**src/rtl/z16_multicycle_core.sv**
```systemverilog
// z16_multicycle_core: multi-cycle Z16 CPU with req/ack instruction and data memory ports.
// Optional Z16_ILLEGAL_TRAP_EN: opcodes D/E halt with o_trap instead of acting as NOPs.
module z16_multicycle_core #(
  parameter int DATA_W = 16,
  parameter int NREGS = 16,
  parameter logic [DATA_W-1:0] RESET_PC = '0
) (
  input  logic              i_clk,
  input  logic              i_rst,
  output logic              o_imem_req,
  output logic [DATA_W-1:0] o_imem_addr,
  input  logic              i_imem_ack,
  input  logic [15:0]       i_imem_rdata,
  output logic              o_dmem_req,
  output logic              o_dmem_we,
  output logic [DATA_W-1:0] o_dmem_addr,
  output logic [DATA_W-1:0] o_dmem_wdata,
  input  logic              i_dmem_ack,
  input  logic [DATA_W-1:0] i_dmem_rdata,
  output logic [DATA_W-1:0] o_pc,
  output logic              o_halt,
  output logic              o_trap
);
  localparam int RW = NREGS > 1 ? $clog2(NREGS) : 1;
  typedef enum logic [2:0] {FETCH, DECODE, EXEC, MEM, WB, HALT} state_t;
  state_t state;
  logic [15:0] ir;
  logic [DATA_W-1:0] rf [NREGS];
  logic [DATA_W-1:0] pc, pc2, a, b, d, res, alu, imm4, imm8, immd;
  logic [3:0] op;
  logic [RW-1:0] rd, rs1, rs2;
  logic taken;
  assign op = ir[3:0];
  assign rd = ir[4 +: RW];
  assign rs1 = ir[8 +: RW];
  assign rs2 = ir[12 +: RW];
  assign imm4 = {{(DATA_W-4){ir[15]}}, ir[15:12]};
  assign imm8 = {{(DATA_W-8){ir[15]}}, ir[15:8]};
  assign immd = {{(DATA_W-4){ir[7]}}, ir[7:4]};
  assign pc2 = pc + DATA_W'(2);
  assign taken = op == 4'hA ? a == b : a != b;
  assign o_pc = pc;
  assign o_imem_addr = pc;
  always_comb begin
    alu = '0;
    case (op)
      4'h0: alu = a + b;
      4'h1: alu = a - b;
      4'h2: alu = a & b;
      4'h3: alu = a | b;
      4'h4: alu = a ^ b;
      4'h5: alu = a << b[3:0];
      4'h6: alu = $signed(a) >>> b[3:0];
      4'h7: alu = d + imm8;
      4'hC: alu = pc2;
      default: alu = '0;
    endcase
  end
`ifdef Z16_ILLEGAL_TRAP_EN
  logic trap;
  assign o_trap = trap;
`else
  assign o_trap = 1'b0;
`endif
  always_ff @(posedge i_clk) begin
    if (i_rst) begin
      state <= FETCH;
      pc <= RESET_PC;
      o_imem_req <= 1'b0;
      o_dmem_req <= 1'b0;
      o_dmem_we <= 1'b0;
      o_halt <= 1'b0;
`ifdef Z16_ILLEGAL_TRAP_EN
      trap <= 1'b0;
`endif
      for (int i = 0; i < NREGS; i++) rf[i] <= '0;
    end else begin
      case (state)
        FETCH: begin
          // req is armed on entry to FETCH; only the first fetch after reset raises it here
          if (!o_imem_req) o_imem_req <= 1'b1;
          else if (i_imem_ack) begin
            ir <= i_imem_rdata;
            o_imem_req <= 1'b0;
            state <= DECODE;
          end
        end
        DECODE: begin
          a <= rf[rs1];
          b <= rf[rs2];
          d <= rf[rd];
          state <= EXEC;
        end
        EXEC: begin
          res <= alu;
          case (op)
            4'h8, 4'h9: begin
              o_dmem_addr <= a + (op == 4'h8 ? imm4 : immd);
              o_dmem_we <= op == 4'h9;
              o_dmem_wdata <= b;
              o_dmem_req <= 1'b1;
              state <= MEM;
            end
            4'hA, 4'hB: begin
              pc <= taken ? pc + (immd << 1) : pc2;
              o_imem_req <= 1'b1;
              state <= FETCH;
            end
            4'hD, 4'hE: begin
`ifdef Z16_ILLEGAL_TRAP_EN
              o_halt <= 1'b1;
              trap <= 1'b1;
              state <= HALT;
`else
              pc <= pc2;
              o_imem_req <= 1'b1;
              state <= FETCH;
`endif
            end
            4'hF: begin
              pc <= pc2;
              o_halt <= 1'b1;
              state <= HALT;
            end
            default: state <= WB;
          endcase
        end
        MEM: begin
          if (i_dmem_ack) begin
            o_dmem_req <= 1'b0;
            o_dmem_we <= 1'b0;
            if (o_dmem_we) begin
              pc <= pc2;
              o_imem_req <= 1'b1;
              state <= FETCH;
            end else begin
              res <= i_dmem_rdata;
              state <= WB;
            end
          end
        end
        WB: begin
          if (rd != '0) rf[rd] <= res;
          pc <= op == 4'hC ? pc + (imm8 << 1) : pc2;
          o_imem_req <= 1'b1;
          state <= FETCH;
        end
        default: state <= HALT;
      endcase
    end
  end
endmodule

```
**config.mk**
```make
export PLATFORM = sky130hd
export DESIGN_NAME = z16_multicycle_core
export DESIGN_NICKNAME = d
export VERILOG_FILES = /design/src/rtl/z16_multicycle_core.sv
export SDC_FILE = /design/constraint.sdc
export NUM_CORES = 1
export LEC_CHECK = 0
export BUFFER_PORTS_ARGS = -buffer_cell sky130_fd_sc_hd__buf_2
export CAP_MARGIN = 20
export CORE_MARGIN = 5
export CORE_UTILIZATION = 25
export DETAILED_ROUTE_END_ITERATION = 12
export PLACE_DENSITY_LB_ADDON = 0.08
export SLEW_MARGIN = 10
export SYNTH_ARGS = -nofsm -noshare
export SYNTH_HDL_FRONTEND = slang
export SYNTH_SLANG_ARGS = --single-unit
```
**constraint.sdc**
```tcl
create_clock -name i_clk -period 9.92 [get_ports i_clk]
set_clock_uncertainty 0.15 [all_clocks]
set_input_delay 1.984 -clock i_clk [delete_from_list [all_inputs] [get_ports i_clk]]
set_output_delay 1.984 -clock i_clk [all_outputs]
set_load 0.01 [all_outputs]
```
==> results of run 1 <==
logic make-up after synthesis:
kind of cell	count (synthesis)	share of synthesized area
buffers and inverters	232	0.0374
other	1	0.000140
adder cells (fa/ha/maj)	113	0.0543
AO/OA/AOI/OAI	372	0.0962
XOR/XNOR	77	0.0251
multiplexers	293	0.229
flip-flops	390	0.428
AND/OR/NAND/NOR	638	0.130
worst max-delay path: stages, from the launching register on:
cell and delay, ps:
edfxtp_1 980, nand2_1 230, nor3_1 350, buf_4 250, mux2_2 340, ha_1 220, fa_1 440, a21o_1 170
a21oi_1 210, nor2b_1 80, o21a_1 190, o22a_1 240, a211o_1 290, a21oi_1 170, xnor2_1 90
cells in the mapped netlist (5+ instances only):
cell type | count | area share
mux2i_1 | 24 | 0.0089
a31oi_1 | 9 | 0.0021
nand2b_1 | 18 | 0.0042
buf_4 | 20 | 0.0056
a221o_1 | 6 | 0.0022
o21ai_1 | 7 | 0.0013
o31ai_1 | 6 | 0.0017
o22ai_1 | 9 | 0.0021
nor2_1 | 118 | 0.016
o221ai_1 | 13 | 0.0042
a221oi_1 | 11 | 0.0036
or2_2 | 17 | 0.0040
o21ai_0 | 65 | 0.012
and2_1 | 244 | 0.057
buf_1 | 13 | 0.0018
nand4_1 | 8 | 0.0019
clkbuf_1 | 97 | 0.014
a21o_1 | 15 | 0.0042
edfxtp_1 | 368 | 0.41
a21oi_1 | 95 | 0.018
ha_1 | 107 | 0.050
nor2b_1 | 10 | 0.0023
xnor2_1 | 53 | 0.017
buf_2 | 35 | 0.0065
nor3_1 | 41 | 0.0076
nand3_1 | 25 | 0.0047
dfxtp_1 | 22 | 0.016
and3_1 | 7 | 0.0016
nor4_1 | 13 | 0.0030
o2111ai_1 | 5 | 0.0016
o21bai_1 | 8 | 0.0022
a2111oi_0 | 5 | 0.0016
inv_1 | 63 | 0.0088
or3_1 | 8 | 0.0019
fa_1 | 6 | 0.0045
nand2_1 | 97 | 0.014
a211oi_1 | 30 | 0.0084
nor3b_1 | 6 | 0.0017
o21a_1 | 6 | 0.0017
mux4_2 | 256 | 0.21
xor2_1 | 24 | 0.0078
mux2_2 | 12 | 0.0050
o211ai_1 | 14 | 0.0039
a22oi_1 | 10 | 0.0028
flip-flops by register name, indices dropped and copies added (netlist names), 15 cells and up:
signal        count
rf              256
a                16
b                16
d                16
ir               16
o_dmem_addr      16
o_dmem_wdata     16
res              16
o_imem_addr      15
how the worst max path moves through the flow:
stage	startpoint	slack [ps]	endpoint	depth (start not counted)
after detailed placement	i_rst	5110	rf[6][12]	5
after global placement	i_rst	5170	rf[6][13]	5
after floorplan	i_rst	2260	a[0]	3
after CTS	ir[3]	5240	o_dmem_addr[15]	12
final	ir[3]	5250	o_dmem_addr[14]	14
after global routing	ir[3]	4830	o_dmem_addr[15]	12
area by class of cell:
type | instances | area, um2 | area share
multi-input combinational | 1512 | 14500 | 0.472
antenna | 3 | 7.51 | 0.000244
timing repair buffer | 151 | 881 | 0.0287
tap | 1403 | 1760 | 0.0572
clock inverter | 35 | 523 | 0.0170
clock buffer | 59 | 1330 | 0.0432
inverter | 65 | 244 | 0.00794
sequential | 390 | 11500 | 0.374
power by group:
group	leakage, nW	internal [mW]	total (mW)	switching (mW)
sequential	3.84	1.88	1.97	0.0950
combinational	6.24	0.315	0.770	0.455
clock	0.891	1.28	2.09	0.811
metrics by stage:
step	total power, mW	instances	hold slack (ps)
2_1_floorplan	2.49	2134	299
3_3_place_gp	2.78	3519	313
3_5_place_dp	2.78	3519	361
4_1_cts	4.90	3613	376
5_1_grt	5.02	3616	387
6_report	4.83	3618	355
layer usage:
metal  wire length, um  up-vias
met3              4630      107
li1                  -     8332
met5                18        -
met2             48800      489
met4              2660        2
met1             49200     9931
==> summary.txt, run 1 <==
CTS
  • Clk_lat worst skew: 640 ps
  • # hold bufs at CTS: 0
  • Post-CTS Setup Inserts: 0
  • H-tree Lvls: 2
  • TritonCTS buffer count: 51
  • CTS tree: yes
  • Clk sinks: 390
  • Deepest clock path buffer count: 3
  • Root buf cell: clkbuf_16
  • Worst-path clk slew: approximately 60 ps
  • CTS resizes: 0

Global routing
  • Grt peak-use layer: met2
  • GR Util met3: 0.0241
  • Grt met1 use: 0.260
  • Vias in the first global route: about 19,000
  • First-pass GRT wire length: 148 mm
  • Grt met2 use: 0.293
  • Initial antenna violation count: 5
  • Largest net degree at the start of global routing: just under 50
  • Total grt overflow: 0
  • GRT Resource Usage Total: 0.182

Power and ir drop
  • Peak VDD IR: 113 uV
  • Leakage: approximately 11 nW
  • Power Dens Cells: 157 nW/um2

Worst setup path
  • Setup crit start kind: flop
  • CP Class: reg2reg
  • R2r endpoint: o_dmem_addr[14]
  • CP Capture Type: flop
  • Worst Path Required: 10,150 ps
  • Reg2Reg Depth: 14
  • Reg2reg start: ir[3]
  • R2R Setup Slk: between 5000 and 6000 ps
  • CP Data Arrival Time: between 4000 and 5000 ps
  • CP Max Fanout: 24

Timing
  • Fin Setup TNS: 0 ps
  • Min Tclk post-route: 4670 ps
  • Fin. Hold Viols: 0
  • RSZ-0062 raised after global routing: false
  • Least-Margin Pin Slew: 1160 ps
  • Crit share post-route: 0.470
  • Fin. max-slew vios: 0
  • Final worst slack: 5250 ps
  • Slew margin rel.: 0.224
  • Setup-failing EPs final: 0
  • Max Clk Rate: 0.214 GHz

Layout
  • Commonest non-fill, non-tap cell in the layout: edfxtp_1
  • Share of cells above drive strength 1: 0.251
  • Commonest non-fill, non-tap cells in the layout: edfxtp_1, mux4_2, and2_1
  • Final nets: roughly 2,300
  • P&R area growth vs syn: 14.4%
  • Final Cell Area: 30,700 um2
  • Final core utilization: 0.287
  • Fill cells: 10,900

Routing
  • Residual DRC: 0
  • Drt via density: 5.21
  • Drt wl/cell: 29.1 um
  • Routed WL: 105 mm
  • 1st-pass router iterations: 7
  • Detailed Route Iter0 Violations: 1,507
  • Final ANT Viol Nets: 0
  • Vias: 18,900

Hold path
  • Min-delay src: o_halt
  • Hold endpoint: o_halt
  • Worst hold path stage count: 2
  • Worst hold path type: reg2reg

Floorplanning
  • Die height: approximately 340 um
  • Cell Rows: 120
  • Core ar.: about 110,000 um2
  • IO Pins: 105
  • Initial Utilization: 0.251
  • Die X: about 340 um
  • Die Area: 114,000 um2

Synthesis
  • Synth Warn #: 0
  • Post-synthesis cell type count: 97
  • Post-Syn Area: 26,800 um2
  • Syn avg cell area: 12.7 um2
  • Post-synth EDFFs: 368
  • Sequential fraction of the synthesis area: 0.428
  • Ys async rst share: 0
  • Top_reg_cell synth: edfxtp_1
  • Synth Instances: between 2,000 and 2,500
  • FF+latch count, synth: 390

Placement
  • DP Worst Slack: 5110 ps
  • Hpwl dp: around 77 mm
  • IO Port Bufs: around 100
  • Cell area after placement: slightly below 30,000 um2
  • Routability cong.: 0.891

Outcome
  • Run status: completed

Flow run
  • Max-cap violation count: 0
Power figures use the tool's default switching activity.
==> run 2, diff against run 1 <==
- ABC_AREA: unset -> 1
- clock period: 9.92 -> 4.35 ns (I/O delays scaled with it)
==> run 2 against run 1 <==
  * First-iteration DRC count increased by 81%
  * Sequential cell count unchanged
  * Maximum frequency increased by 33%
  * Core utilization increased by 0.18 points
  * Sequential power increased by 140%
  * Critical endpoint is now o_dmem_addr[15]
==> summary.txt, run 2 <==
Timing
  • Least-Margin Pin Slew: 948 ps
  • Setup-failing EPs final: 0
  • Fin. Hold Viols: 0
  • Max Clk Rate: 0.285 GHz
  • Min Tclk post-route: 3510 ps
  • Slew margin rel.: 0.367
  • WHS: 248 ps
  • RSZ-0062 raised after global routing: false
  • Fin Setup TNS: 0 ps
  • Crit share post-route: 0.807
  • Fin. max-slew vios: 0

CTS
  • Worst-path clk slew: 70 ps
  • Root buf cell: clkbuf_16
  • CTS resizes: 0
  • Deepest clock path buffer count: 3
  • Clk_lat worst skew: ~650 ps
  • Post-CTS Setup Inserts: 0
  • H-tree Lvls: 2
  • Clk sinks: 390
  • # hold bufs at CTS: 0
  • TritonCTS buffer count: 53
  • CTS tree: yes

Power and ir drop
  • Comb pwr share: 0.289
  • Power Dens Cells: 411 nW/um2
  • Leakage: around 13 nW
  • Power, Total: 13.2 mW
  • Peak VDD IR: between 300 and 400 uV
  • Net switching power: 4.94 mW
  • Switching Share: 0.374
  • Cell-internal power: approximately 8.3 mW
  • Seq pwr share: 0.359
  • Clk pwr share: 0.352

Layout
  • ANT cells: 0
  • Fill cells: around 12,000
  • Top reg by flops: rf
  • Final cell count without fillers: 5,366
  • Commonest non-fill, non-tap cells in the layout: nand2_1, o21ai_0, nor2_1
  • Max reg flops: 256
  • P&R area growth vs syn: 14.6%
  • Final nets: 3,984
  • Share of cells above drive strength 1: 0.0864
  • Commonest non-fill, non-tap cell in the layout: nand2_1

Flow run
  • Max-cap violation count: 0

Floorplanning
  • Die X: 345 um
  • Initial Utilization: 0.252
  • IO Pins: 105
  • Die height: between 300 and 400 um
  • Cell Rows: 122
  • Die Area: between 100,000 and 150,000 um2
  • Core ar.: 111,000 um2

Synthesis
  • Synth Warn #: 0
  • Sequential fraction of the synthesis area: 0.410
  • Top_reg_cell synth: edfxtp_1
  • Top cell type's share of synthesized area: 0.395
  • Top-count cell post-synth: nand2_1
  • FF+latch count, synth: 390
  • Multiplexer area fraction after synthesis: 0
  • Post-synthesis cell type count: 51
  • Syn avg cell area: about 7.4 um2
  • Synth Area in XOR/XNOR: 0.00876
  • Post-Synth Simple-Gate Area: 0.237
  • Post-synth EDFFs: roughly 370
  • Largest family of logic cells by synthesized area: simple AND/OR/NAND/NOR gates
  • Synth Instances: 3,799
  • Complex-gate fraction of the synthesized area: 0.203
  • Post-Syn Area: ~28,000 um2
  • Synth Area in Adders: 0.0521
  • Ys async rst share: 0
  • Most frequent cells after synthesis: nand2_1, o21ai_0, nor2_1
  • Top post-synthesis cells by area: edfxtp_1, nand2_1, o21ai_0, a21oi_1, nor2_1
  • Cell taking the most area after synthesis: edfxtp_1

Global routing
  • Initial antenna violation count: 1
  • Total grt overflow: 0
  • Vias in the first global route: 26,000
  • GRT Resource Usage Total: 0.215
  • Largest net degree at the start of global routing: 185
  • First-pass GRT wire length: 189 mm

Worst setup path
  • Reg2reg start: ir[2]
  • CP Capture Type: flop
  • Worst Path Required: 4570 ps
  • CP Class: reg2reg
  • Cell Chain, Critical Path: nor2_4, nand2_1, o21ai_1, buf_4, ha_1, a21oi_1, a21boi_0, o21ai_0, nand3_1, nand2_1, xor2_1
  • Slowest-stage cell, CP: edfxtp_1
  • CP Data Arrival Time: 3730 ps
  • CP Launch Point: ir[2]
  • Most frequent CP cell: nand2_1
  • CP Max Fanout: 12
  • Biggest cell delay along the critical path: ~500 ps
  • Setup crit start kind: flop

Routing
  • Detailed Route Iter0 Violations: 2,734
  • Drt via density: 5.09
  • 1st-pass router iterations: 6
  • Residual DRC: 0
  • Final ANT Viol Nets: 0
  • Drt wl/cell: 24.4 um
  • Routed WL: 131 mm
  • Vias: 27,300

Outcome
  • Run status: completed

Placement
  • Hpwl dp: 93.8 mm
  • Routability cong.: 0.882
  • IO Port Bufs: 101
  • DP Cell Count: between 5,000 and 6,000

Hold path
  • Worst hold path type: in2reg
  • Min-delay src: i_imem_rdata[5]
run 2: per-stage QoR:
step           area (um2)  setup slack, ps  utilization
6_report            32100              839        0.289
5_1_grt             32100              614        0.289
4_1_cts             32100              805        0.289
3_5_place_dp        30300              833        0.273
3_3_place_gp        30300              901        0.273
2_1_floorplan       28100             4.17            -
run 2: path summary, 6_finish.rpt:
check / to / slack, ps / depth (start not counted)
hold reg to reg: o_halt / 310 / 2
setup reg to reg: o_dmem_addr[15] / 840 / 11
setup / recovery: o_dmem_addr[15] / 840 / 11
hold / removal: ir[5] / 250 / 1
run 2: kinds of logic after synthesis:
kind of cell	after synthesis
AOI/OAI and AO/OA	1057
xor gates and xnor gates	28
adders and majority gates	113
buffers and inverters	618
DFF	390
other	1
and+or+nand+nor	1592
run 2: layer usage:
metal	GRT usage	share of wire	vias to the layer above
met5	0	0	-
met4	0.0497	0.023	0
met3	0.0240	0.052	141
met2	0.356	0.47	807
met1	0.302	0.46	13300
li1	-	-	13100
run 2: layout make-up:
cell class,count,area (um2),share of cell area
multi-input combinational,2809,14100,0.441
clock inverter,35,405,0.0126
timing repair buffer,199,1370,0.0426
tap,1488,1860,0.0580
sequential,390,11500,0.358
clock buffer,63,1380,0.0431
inverter,382,1430,0.0447
run 2: worst max-delay path: cells and delay by family, from the launching register on:
kind | cells | cell delay, ps
AOI/OAI and AO/OA | 4 | 1200
and+or+nand+nor | 4 | 660
DFF | 1 | 500
adders and majority gates | 1 | 300
buffers and inverters | 1 | 280
xor gates and xnor gates | 1 | 140
run 2: power by group through the flow:
stage / Combinational (mW) / Sequential, mW / Clock (mW)
floorplan: 2.49 / 4.66 / 0
global placement: 3.84 / 4.81 / 0
detailed placement: 3.80 / 4.81 / 0
CTS: 3.82 / 4.74 / 4.78
global route: 4.22 / 4.76 / 4.92
finish: 3.82 / 4.73 / 4.65
==> run 3, diff against run 2 <==
- ABC_AREA: 1 -> 0
- clock period: 4.35 -> 3.44 ns (I/O delays scaled with it)
==> run 3 against run 2 <==
  * Clock-buffer cell count up 1
  * Via count is 28% lower
  * Maximum frequency up 3.2%
  * Clock power up 25%
  * Sequential share of layout area decreased by 0.67 points
  * First-iteration DRC count down 40%
  * Cell count shrank 29%
  * Cell area grew 1.9%
  * Core utilization increased by 1.7 points
  * Non-clock buffer count up 155
  * Largest cell class unchanged
==> summary.txt, run 3 (synthesized netlist as in run 1, its figures left out) <==
Outcome
  • Run status: completed

Routing
  • 1st-pass router iterations: 5
  • Residual DRC: 0
  • Routed WL: 112 mm
  • Drt wl/cell: 29.4 um
  • Drt via density: 5.16
  • Final ANT Viol Nets: 0
  • Detailed Route Iter0 Violations: 1,653
  • Vias: around 20,000

Worst setup path
  • CP Max Fanout: 3
  • R2r endpoint: o_dmem_addr[14]
  • Setup crit start kind: flop
  • R2R Setup Slk: 40 ps
  • CP Data Arrival Time: 3640 ps
  • CP Capture Type: flop
  • CP Launch Point: ir[2]
  • Reg2reg start: ir[2]
  • Reg2Reg Depth: 15
  • Worst setup path endpoint: o_dmem_addr[14]
  • Worst Path Required: about 3700 ps
  • CP Class: reg2reg

CTS
  • Root buf cell: clkbuf_16
  • CTS tree: yes
  • Clk sinks: between 300 and 400
  • Deepest clock path buffer count: 3
  • Worst-path clk slew: 60 ps
  • H-tree Lvls: 2
  • # hold bufs at CTS: 0
  • Clk_lat worst skew: 660 ps
  • TritonCTS buffer count: 53

Floorplanning
  • IO Pins: 105
  • Die height: 338 um
  • Die Area: approximately 110,000 um2
  • Core ar.: 107,000 um2
  • Initial Utilization: 0.251
  • Cell Rows: 120
  • Die X: 338 um

Layout
  • Fill cells: 10,800
  • P&R area growth vs syn: 21.8%
  • Share of cells above drive strength 1: 0.331
  • Commonest non-fill, non-tap cell in the layout: edfxtp_1
  • Top reg by flops: rf
  • Final nets: roughly 2,500
  • Max reg flops: 256
  • Commonest non-fill, non-tap cells in the layout: edfxtp_1, mux4_2, and2_1
  • Final core utilization: 0.306
  • Final cell count without fillers: 3,824

Timing
  • Final worst slack: 38.9 ps
  • RSZ-0062 raised after global routing: true
  • Fin. Hold Viols: 0
  • Crit share post-route: 0.989
  • Least-Margin Pin Slew: ~860 ps
  • WHS: 67.9 ps
  • Fin. max-slew vios: 0
  • Slew margin rel.: 0.428
  • Setup-failing EPs final: 0
  • Max Clk Rate: 0.294 GHz
  • Min Tclk post-route: around 3400 ps

Global routing
  • Initial antenna violation count: 7
  • Largest net degree at the start of global routing: 68
  • GR Util met3: 0.0211
  • Grt met2 use: 0.336
  • GRT Resource Usage Total: 0.194
  • First-pass GRT wire length: about 160 mm
  • Total grt overflow: 0
  • Grt peak-use layer: met2
  • Vias in the first global route: between 15,000 and 20,000
  • Grt met1 use: 0.258

Power and ir drop
  • Power, Total: around 14 mW
  • Leakage: 12.1 nW
  • Power Dens Cells: 430 nW/um2
  • Peak VDD IR: 370 uV

Placement
  • Routability cong.: 0.938
  • DP Cell Count: 3,713
  • IO Port Bufs: 101
  • Hpwl dp: 81.1 mm
  • DP Worst Slack: -283 ps

Hold path
  • Worst hold path type: in2reg

Flow run
  • Max-cap violation count: 0
## run 3: worst min path at each step
stage / start / end / slack [ps] / cells past startpoint
floorplan: b[3] / o_dmem_wdata[3] / 300 / 0
global placement: o_halt / o_halt / 330 / 2
detailed placement: o_halt / o_halt / 330 / 2
CTS: i_imem_rdata[6] / ir[6] / 10 / 1
global route: i_imem_rdata[9] / ir[9] / 40 / 1
finish: i_imem_rdata[6] / ir[6] / 70 / 1
## run 3: repair_timing
action	in CTS	in global routing
pin swaps	4	15
setup endpoints to repair	16	19
setup buffers	2	9
resized for setup	17	35
## run 3: cell type report
type / count / area (um2) / share of cell area
timing repair buffer: 354 / 2650 / 0.0811
clock inverter: 35 / 423 / 0.0129
tap: 1403 / 1760 / 0.0537
inverter: 65 / 248 / 0.00757
antenna: 1 / 2.50 / 0.0000765
multi-input combinational: 1512 / 14800 / 0.451
sequential: 390 / 11500 / 0.351
clock buffer: 64 / 1370 / 0.0418
## run 3: metal layers
metal	vias to the layer above	share of wire	wire, um
met5	-	0	0
li1	8766	-	-
met2	565	0.49	55700
met1	10300	0.43	48600
met4	0	0.031	3530
met3	135	0.042	4690
## run 3: worst max-delay path, cell delays in order (launching register included)
cell and delay (ps):
edfxtp_1 420, inv_2 100, nand2_4 60, nor3_4 150
buf_12 150, mux2_4 310, ha_4 160, fa_2 340
a21o_1 190, a21oi_2 140, nor2b_1 60, o21a_1 180
o22a_2 230, a211o_1 280, a21oi_2 130, xnor2_1 70
## run 3: through the flow
step	TNS, ps	instance area, um2
after floorplan	-60.3	27000
after global placement	-1290	30600
after detailed placement	-1090	30600
after CTS	0	32500
after global routing	-246	32700
final	0	32700
## run 3: report_power, final
| part | switching (mW) | total [mW] | internal (mW) |
|---|---|---|---|
| Combinational | 1.47 | 2.61 | 1.14 |
| Sequential | 0.204 | 5.62 | 5.42 |
| Clock | 2.37 | 5.81 | 3.45 |
| Total | 4.05 | 14.0 | 10.0 |
